==> src/rtl/avr_fb_writer.sv <==
// avr_fb_writer: AVR parallel-port byte stream -> word FIFO -> framebuffer SRAM write port.
// Define AVR_FB_READBACK_EN to enable the status readback byte on the AVR bus.
module avr_fb_writer #(
   parameter int AW          = 18,
   parameter int FIFO_DEPTH  = 8,
   parameter int SYNC_STAGES = 2
) (
   input  logic          clk,
   input  logic          rst,
   input  logic [7:0]    avr_din,
   input  logic          avr_ce_n,
   input  logic          avr_re_n,
   input  logic          avr_we_n,
   input  logic          avr_ae_p,
   input  logic          avr_de_p,
   output logic [7:0]    avr_dout,
   output logic          avr_doe,
   output logic          avr_r_n_b,
   output logic          wr_req,
   output logic [AW-1:0] wr_addr,
   output logic [15:0]   wr_data,
   input  logic          wr_ack,
   output logic          ovf
);
   localparam int PW = $clog2(FIFO_DEPTH);
   localparam int CW = PW + 1;
   localparam int SW = 13;
   // idle bus: strobes and chip enable high, phase selects low
   localparam logic [SW-1:0] SYNC_RST = {8'h00, 1'b1, 1'b1, 1'b1, 1'b0, 1'b0};

   logic [SYNC_STAGES-1:0][SW-1:0] sync_q;
   logic [SW-1:0] sync_out;
   logic [7:0]    din_s;
   logic          ce_s, re_s, we_s, ae_s, de_s;

   always_ff @(posedge clk or posedge rst) begin
      if (rst) begin
         for (int i = 0; i < SYNC_STAGES; i++) sync_q[i] <= SYNC_RST;
      end else begin
         sync_q[0] <= {avr_din, avr_ce_n, avr_re_n, avr_we_n, avr_ae_p, avr_de_p};
         for (int i = 1; i < SYNC_STAGES; i++) sync_q[i] <= sync_q[i-1];
      end
   end

   assign sync_out = sync_q[SYNC_STAGES-1];
   assign din_s    = sync_out[12:5];
   assign ce_s     = sync_out[4];
   assign re_s     = sync_out[3];
   assign we_s     = sync_out[2];
   assign ae_s     = sync_out[1];
   assign de_s     = sync_out[0];

   logic we_prev, ce_prev;
   logic wr_evt, ce_rise, addr_evt, data_evt;

   always_ff @(posedge clk or posedge rst) begin
      if (rst) begin
         we_prev <= 1'b1;
         ce_prev <= 1'b1;
      end else begin
         we_prev <= we_s;
         ce_prev <= ce_s;
      end
   end

   assign wr_evt   = we_s & ~we_prev & ~ce_s;
   assign ce_rise  = ce_s & ~ce_prev;
   assign addr_evt = wr_evt & ae_s;
   assign data_evt = wr_evt & ~ae_s & de_s;

   logic [AW+15:0] mem [FIFO_DEPTH];
   logic [PW-1:0]  wr_ptr, rd_ptr;
   logic [CW-1:0]  count;
   logic           fifo_full, fifo_empty, push, pop, load;
   logic [AW-1:0]  addr_q;
   logic [1:0]     aptr;
   logic           half;
   logic [7:0]     lo_q;

   assign fifo_full  = (count == CW'(FIFO_DEPTH));
   assign fifo_empty = (count == '0);
   assign push       = data_evt & half & ~fifo_full;
   assign pop        = wr_req & wr_ack;

   always_ff @(posedge clk) begin
      if (push) mem[wr_ptr] <= {addr_q, din_s, lo_q};
   end

   always_ff @(posedge clk or posedge rst) begin
      if (rst) begin
         wr_ptr    <= '0;
         rd_ptr    <= '0;
         count     <= '0;
         avr_r_n_b <= 1'b1;
      end else begin
         if (push) wr_ptr <= wr_ptr + PW'(1);
         if (pop)  rd_ptr <= rd_ptr + PW'(1);
         case ({push, pop})
            2'b10:   count <= count + CW'(1);
            2'b01:   count <= count - CW'(1);
            default: count <= count;
         endcase
         avr_r_n_b <= (count < CW'(FIFO_DEPTH - 1));
      end
   end

   // top address byte only carries bits AW-1:16 (AW is expected in 17..24)
   always_ff @(posedge clk or posedge rst) begin
      if (rst) begin
         addr_q <= '0;
         aptr   <= 2'd0;
         half   <= 1'b0;
         lo_q   <= 8'h00;
         ovf    <= 1'b0;
      end else begin
         if (ce_rise) begin
            aptr <= 2'd0;
            half <= 1'b0;
         end
         if (addr_evt) begin
            case (aptr)
               2'd0:    addr_q[7:0]   <= din_s;
               2'd1:    addr_q[15:8]  <= din_s;
               default: addr_q[AW-1:16] <= din_s[AW-17:0];
            endcase
            if (aptr != 2'd2) aptr <= aptr + 2'd1;
            half <= 1'b0;
            ovf  <= 1'b0;
         end
         if (data_evt) begin
            if (!half) begin
               lo_q <= din_s;
               half <= 1'b1;
            end else begin
               half <= 1'b0;
               if (fifo_full) ovf <= 1'b1;
               else           addr_q <= addr_q + AW'(1);
            end
         end
      end
   end

   // Drain FSM
   // state  | meaning
   // S_IDLE | no request outstanding; loads FIFO head when non-empty
   // S_REQ  | wr_req high, bus held until wr_ack
   typedef enum logic {S_IDLE, S_REQ} state_t;
   state_t state, state_nxt;

   always_ff @(posedge clk or posedge rst) begin
      if (rst) state <= S_IDLE;
      else     state <= state_nxt;
   end

   always_comb begin
      state_nxt = state;
      load      = 1'b0;
      case (state)
         S_IDLE: if (!fifo_empty) begin
            load      = 1'b1;
            state_nxt = S_REQ;
         end
         S_REQ:   if (wr_ack) state_nxt = S_IDLE;
         default: state_nxt = S_IDLE;
      endcase
   end

   assign wr_req = (state == S_REQ);

   always_ff @(posedge clk or posedge rst) begin
      if (rst) begin
         wr_addr <= '0;
         wr_data <= 16'h0000;
      end else if (load) begin
         {wr_addr, wr_data} <= mem[rd_ptr];
      end
   end

`ifdef AVR_FB_READBACK_EN
   logic       rd_cond;
   logic [3:0] cnt4;

   assign rd_cond = ~ce_s & ~re_s & ae_s;
   assign cnt4    = (32'(count) > 32'd15) ? 4'hF : 4'(count);

   always_ff @(posedge clk or posedge rst) begin
      if (rst) begin
         avr_doe  <= 1'b0;
         avr_dout <= 8'h00;
      end else begin
         avr_doe  <= rd_cond;
         avr_dout <= rd_cond ? {ovf, ~avr_r_n_b, fifo_empty, 1'b0, cnt4} : 8'h00;
      end
   end
`else
   logic unused_re;
   assign unused_re = re_s;
   assign avr_doe   = 1'b0;
   assign avr_dout  = 8'h00;
`endif

endmodule

==> config.mk <==
export PLATFORM = sky130hd
export DESIGN_NAME = avr_fb_writer
export DESIGN_NICKNAME = d
export VERILOG_FILES = /design/src/rtl/avr_fb_writer.sv
export SDC_FILE = /design/constraint.sdc
export NUM_CORES = 1
export LEC_CHECK = 0
export CORE_MARGIN = 1.5
export CORE_UTILIZATION = 49
export CTS_CLUSTER_DIAMETER = 30
export CTS_CLUSTER_SIZE = 16
export DETAILED_ROUTE_END_ITERATION = 10
export PLACE_DENSITY_LB_ADDON = 0.2
export SYNTH_ARGS = -nofsm -noshare
export SYNTH_HDL_FRONTEND = slang
export SYNTH_SLANG_ARGS = --single-unit
==> constraint.sdc <==
create_clock -name clk -period 5.3 [get_ports clk]
set_input_delay 1.06 -clock clk [delete_from_list [all_inputs] [get_ports clk]]
set_output_delay 1.06 -clock clk [all_outputs]
set_load 0.05 [all_outputs]
==> key figures <==
Outcome
  – Outcome: finished, final reports clean

Placed design
  – Number of I/O port buffers: 51
  – DP HPWL: 16.4 mm
  – RePlAce Congestion: 0.823

Routing
  – Drt via density: 5.69
  – Final ANT Viol Nets: 0
  – M1 WL: 12.3 mm
  – Met2 WL: 14.3 mm
  – DRT iter0 DRCs: 688
  – DRC: 0
  – Top Metal Used: met4
  – DRT Pass-1 Iters: 5
  – Via total after detailed routing: 7484
  – WL final: 28.9 mm
  – WL met3: 1.57 mm
  – Drt wl/cell: 22.0 um

Global routing
  – Largest net degree at the start of global routing: 70
  – Total gr overflow: 0
  – Vias in the first global route: 7939
  – Gr usage total: 20.1%
  – First-pass GRT wire length: 45.7 mm
  – Initial antenna violation count: 0

Setup path
  – Worst EP arrival: 3.72 ns
  – Worst path depth: 11
  – Slowest stage delay, CP: 0.57 ns
  – Crit path cell chain: or4b_4, and3_1, buf_4, inv_2, ha_1, xor2_1, ha_1, a21oi_1, xor2_1, nor2_1, xor2_1
  – Critical path fanouts, max: 24
  – Critical Path Start Type: flip-flop
  – Most frequent CP cell: xor2_1
  – Reg2reg setup slack: 2.00 ns
  – Worst R2R Start: count[1]$_DFFE_PP0P_
  – WS Path Type: flip-flop to flip-flop
  – Worst path buffer plus inverter count: 2
  – CP max stage cell: or4b_4
  – Reg2reg end: count[2]$_DFFE_PP0P_
  – Crit-path leading delay family: simple AND/OR/NAND/NOR gates
  – Worst reg2reg path depth: 11
  – CP required: 5.72 ns
  – CP endpoint kind: flip-flop

Floorplan
  – Initial Util: 50.0%
  – Io pins: 62
  – Die Footprint: 30500 um^2
  – Die width: 175 um
  – Core area: 28900 um^2
  – Row count: 62
  – DIE HEIGHT: 175 um

Synth
  – Synth top area share: 56.6%
  – Seq/Total Area, Yosys: 74.3%
  – Synthesized area per cell: 18.6 um^2
  – Register bit total from synthesis: 374
  – Yosys warning count: 0
  – Synth area leaders: edfxtp_1, dfrtp_1, mux4_2
  – Mapped Cells: 778
  – Synth async-reset ratio: 27.3%
  – Yosys cell types: 52
  – Post-synth EDFFs: 272
  – Synthesized cell area: 14400 um^2
  – Synth area leader: edfxtp_1
  – Primary FF master, synth: edfxtp_1

Clock network
  – CTS Hold Bufs: 0
  – Worst-Skew Late Latency: 0.56 ns
  – TritonCTS clock tree: done
  – CTS Buf Count: 69
  – H-Tree Depth: 3
  – Maximum root-to-sink buffer count: 3
  – Clock Root Buffer: clkbuf_16
  – Setup bufs post-CTS: 0
  – Reg clk slew, reported paths: 0.05 ns
  – CTS resizes: 0
  – Sink Count: 374

Pwr
  – Total power: 10.3 mW
  – Worst VDD drop: 0.286 mV
  – Pleak: 6.29 nW
  – Pwr/cell area: 584 nW/um^2

Cells and area
  – # nets final: 900
  – Register Area: 10700 um^2
  – Diode count: 0
  – Share of cells above drive strength 1: 26.3%
  – Synth-to-Final Area Change: 22.8%
  – Commonest cells after routing, fill and taps aside: edfxtp_1, dfrtp_1, clkbuf_16, mux4_2, clkdlybuf4s50_1
  – Area of the multi-input gates: 3510 um^2
  – Most common cell after layout, fill and taps aside: edfxtp_1
  – Filler instances: 2034

Run
  – Max-cap violations: 0

STA
  – Least-Margin Pin Slew: 1.20 ns
  – Period utilization: 62.2%
  – RSZ-0062 raised after global routing: false
  – Final Hold Viols: 0
  – # setup viols final: 0
  – Count of pins over their slew limit: 0
  – Setup TNS: 0 ns
  – Clk_skew: 0.0219 ns
  – Slew Limit Headroom: 20.3%
  – Hold WS: 0.346 ns
  – FMAX: 0.303 GHz
  – Final Critical Period: 3.30 ns

Min path
  – Hold Path Depth: 0
  – Worst min path class: flip-flop to flip-flop
  – Worst Hold Launch: sync_q[10]$_DFF_PP0_
  – Hold Path End: sync_out[10]$_DFF_PP0_
==> worst register-to-register path, stage by stage, from the launching register on <==
cell,delay (ns)
dfrtp_1,0.46
or4b_4,0.57
and3_1,0.18
buf_4,0.23
inv_2,0.45
ha_1,0.42
xor2_1,0.13
ha_1,0.20
a21oi_1,0.17
xor2_1,0.16
nor2_1,0.07
xor2_1,0.14
==> sequential cells by signal, indices dropped and copies added, names as in the netlist, 2 cells and up <==
register and count:
aptr 2, lo_q 8, count 4, wr_addr 18, wr_data 16, wr_ptr 3
rd_ptr 3, sync_out 12, addr_q 18, sync_q 12, mem 272
==> cells in the mapped netlist (all sizes together) (2+ instances only) <==
cell and number:
or3 2, mux2 14, xor2 5, mux4 68, clkbuf 21, a211oi 2
dfstp 7, nor4 4, o21ai 3, nand2 27, o211ai 2, o22ai 2
and4 5, edfxtp 272, a21oi 41, xnor2 5, or4 2, and3 4
and3b 2, dfrtp 95, a31oi 2, nand4 8, inv 9, nand3b 2
mux2i 42, o221a 7, nor3 7, and2 3, o32ai 2, buf 29
nor4b 2, nand3 15, nor2 46, ha 6, nor3b 4
==> report_power, final <==
part           switching, mW  internal, mW  leakage, nW  total (mW)
registers              0.453          3.50         3.64        3.96
clock network           1.45          2.80         1.13        4.25
logic                   1.15         0.985         1.51        2.14
total                   3.06          7.29         6.29        10.3
==> worst max path at each step <==
stage	endpoint	start	slack (ns)
6_report	count[2]$_DFFE_PP0P_	count[1]$_DFFE_PP0P_	2.00
5_1_grt	count[2]$_DFFE_PP0P_	count[1]$_DFFE_PP0P_	1.87
4_1_cts	count[2]$_DFFE_PP0P_	count[1]$_DFFE_PP0P_	2.04
3_5_place_dp	count[2]$_DFFE_PP0P_	count[1]$_DFFE_PP0P_	2.05
3_3_place_gp	count[2]$_DFFE_PP0P_	count[1]$_DFFE_PP0P_	2.18
2_1_floorplan	mem[0][0]$_DFFE_PP_	sync_out[2]$_DFF_PP1_	0.21
==> final cells by class <==
| type | count | area share, % |
|---|---|---|
| inverter | 9 | 0.205 |
| multi-input combinational | 353 | 19.8 |
| tap | 384 | 2.71 |
| sequential | 374 | 60.5 |
| timing repair buffer | 71 | 3.80 |
| clock inverter | 44 | 2.82 |
| clock buffer | 81 | 10.2 |
==> layer usage <==
layer	global-route usage (%)	vias to the layer above
met4	7.94	0
met1	27.2	3906
met2	32.4	243
met5	0	-
li1	-	3276
met3	3.87	59
==> cell families (layout without fill, tap and decap cells) <==
| logic type | Yosys count | count (layout) | share of synthesized area (%) |
|---|---|---|---|
| AOI/OAI and AO/OA | 66 | 66 | 2.92 |
| and+or+nand+nor | 138 | 138 | 4.88 |
| DFF | 374 | 374 | 74.3 |
| xor gates and xnor gates | 10 | 10 | 0.607 |
| muxes | 124 | 124 | 14.6 |
| other | 1 | 9 | 0.0260 |
| buffers and inverters | 59 | 205 | 2.10 |
| adders and majority gates | 6 | 6 | 0.520 |
==> per-stage QoR <==
stage / area, um^2 / instances / setup WS [ns] / utilization, %
after floorplan: 14500 / 786 / 0.214 / -
after global placement: 15400 / 1191 / 2.18 / 53.5
after detailed placement: 15400 / 1191 / 2.05 / 53.5
after CTS: 17700 / 1316 / 2.04 / 61.5
after global routing: 17700 / 1316 / 1.87 / 61.5
final: 17700 / 1316 / 2.00 / 61.5
No activity file was read; power rests on OpenSTA's default activity.
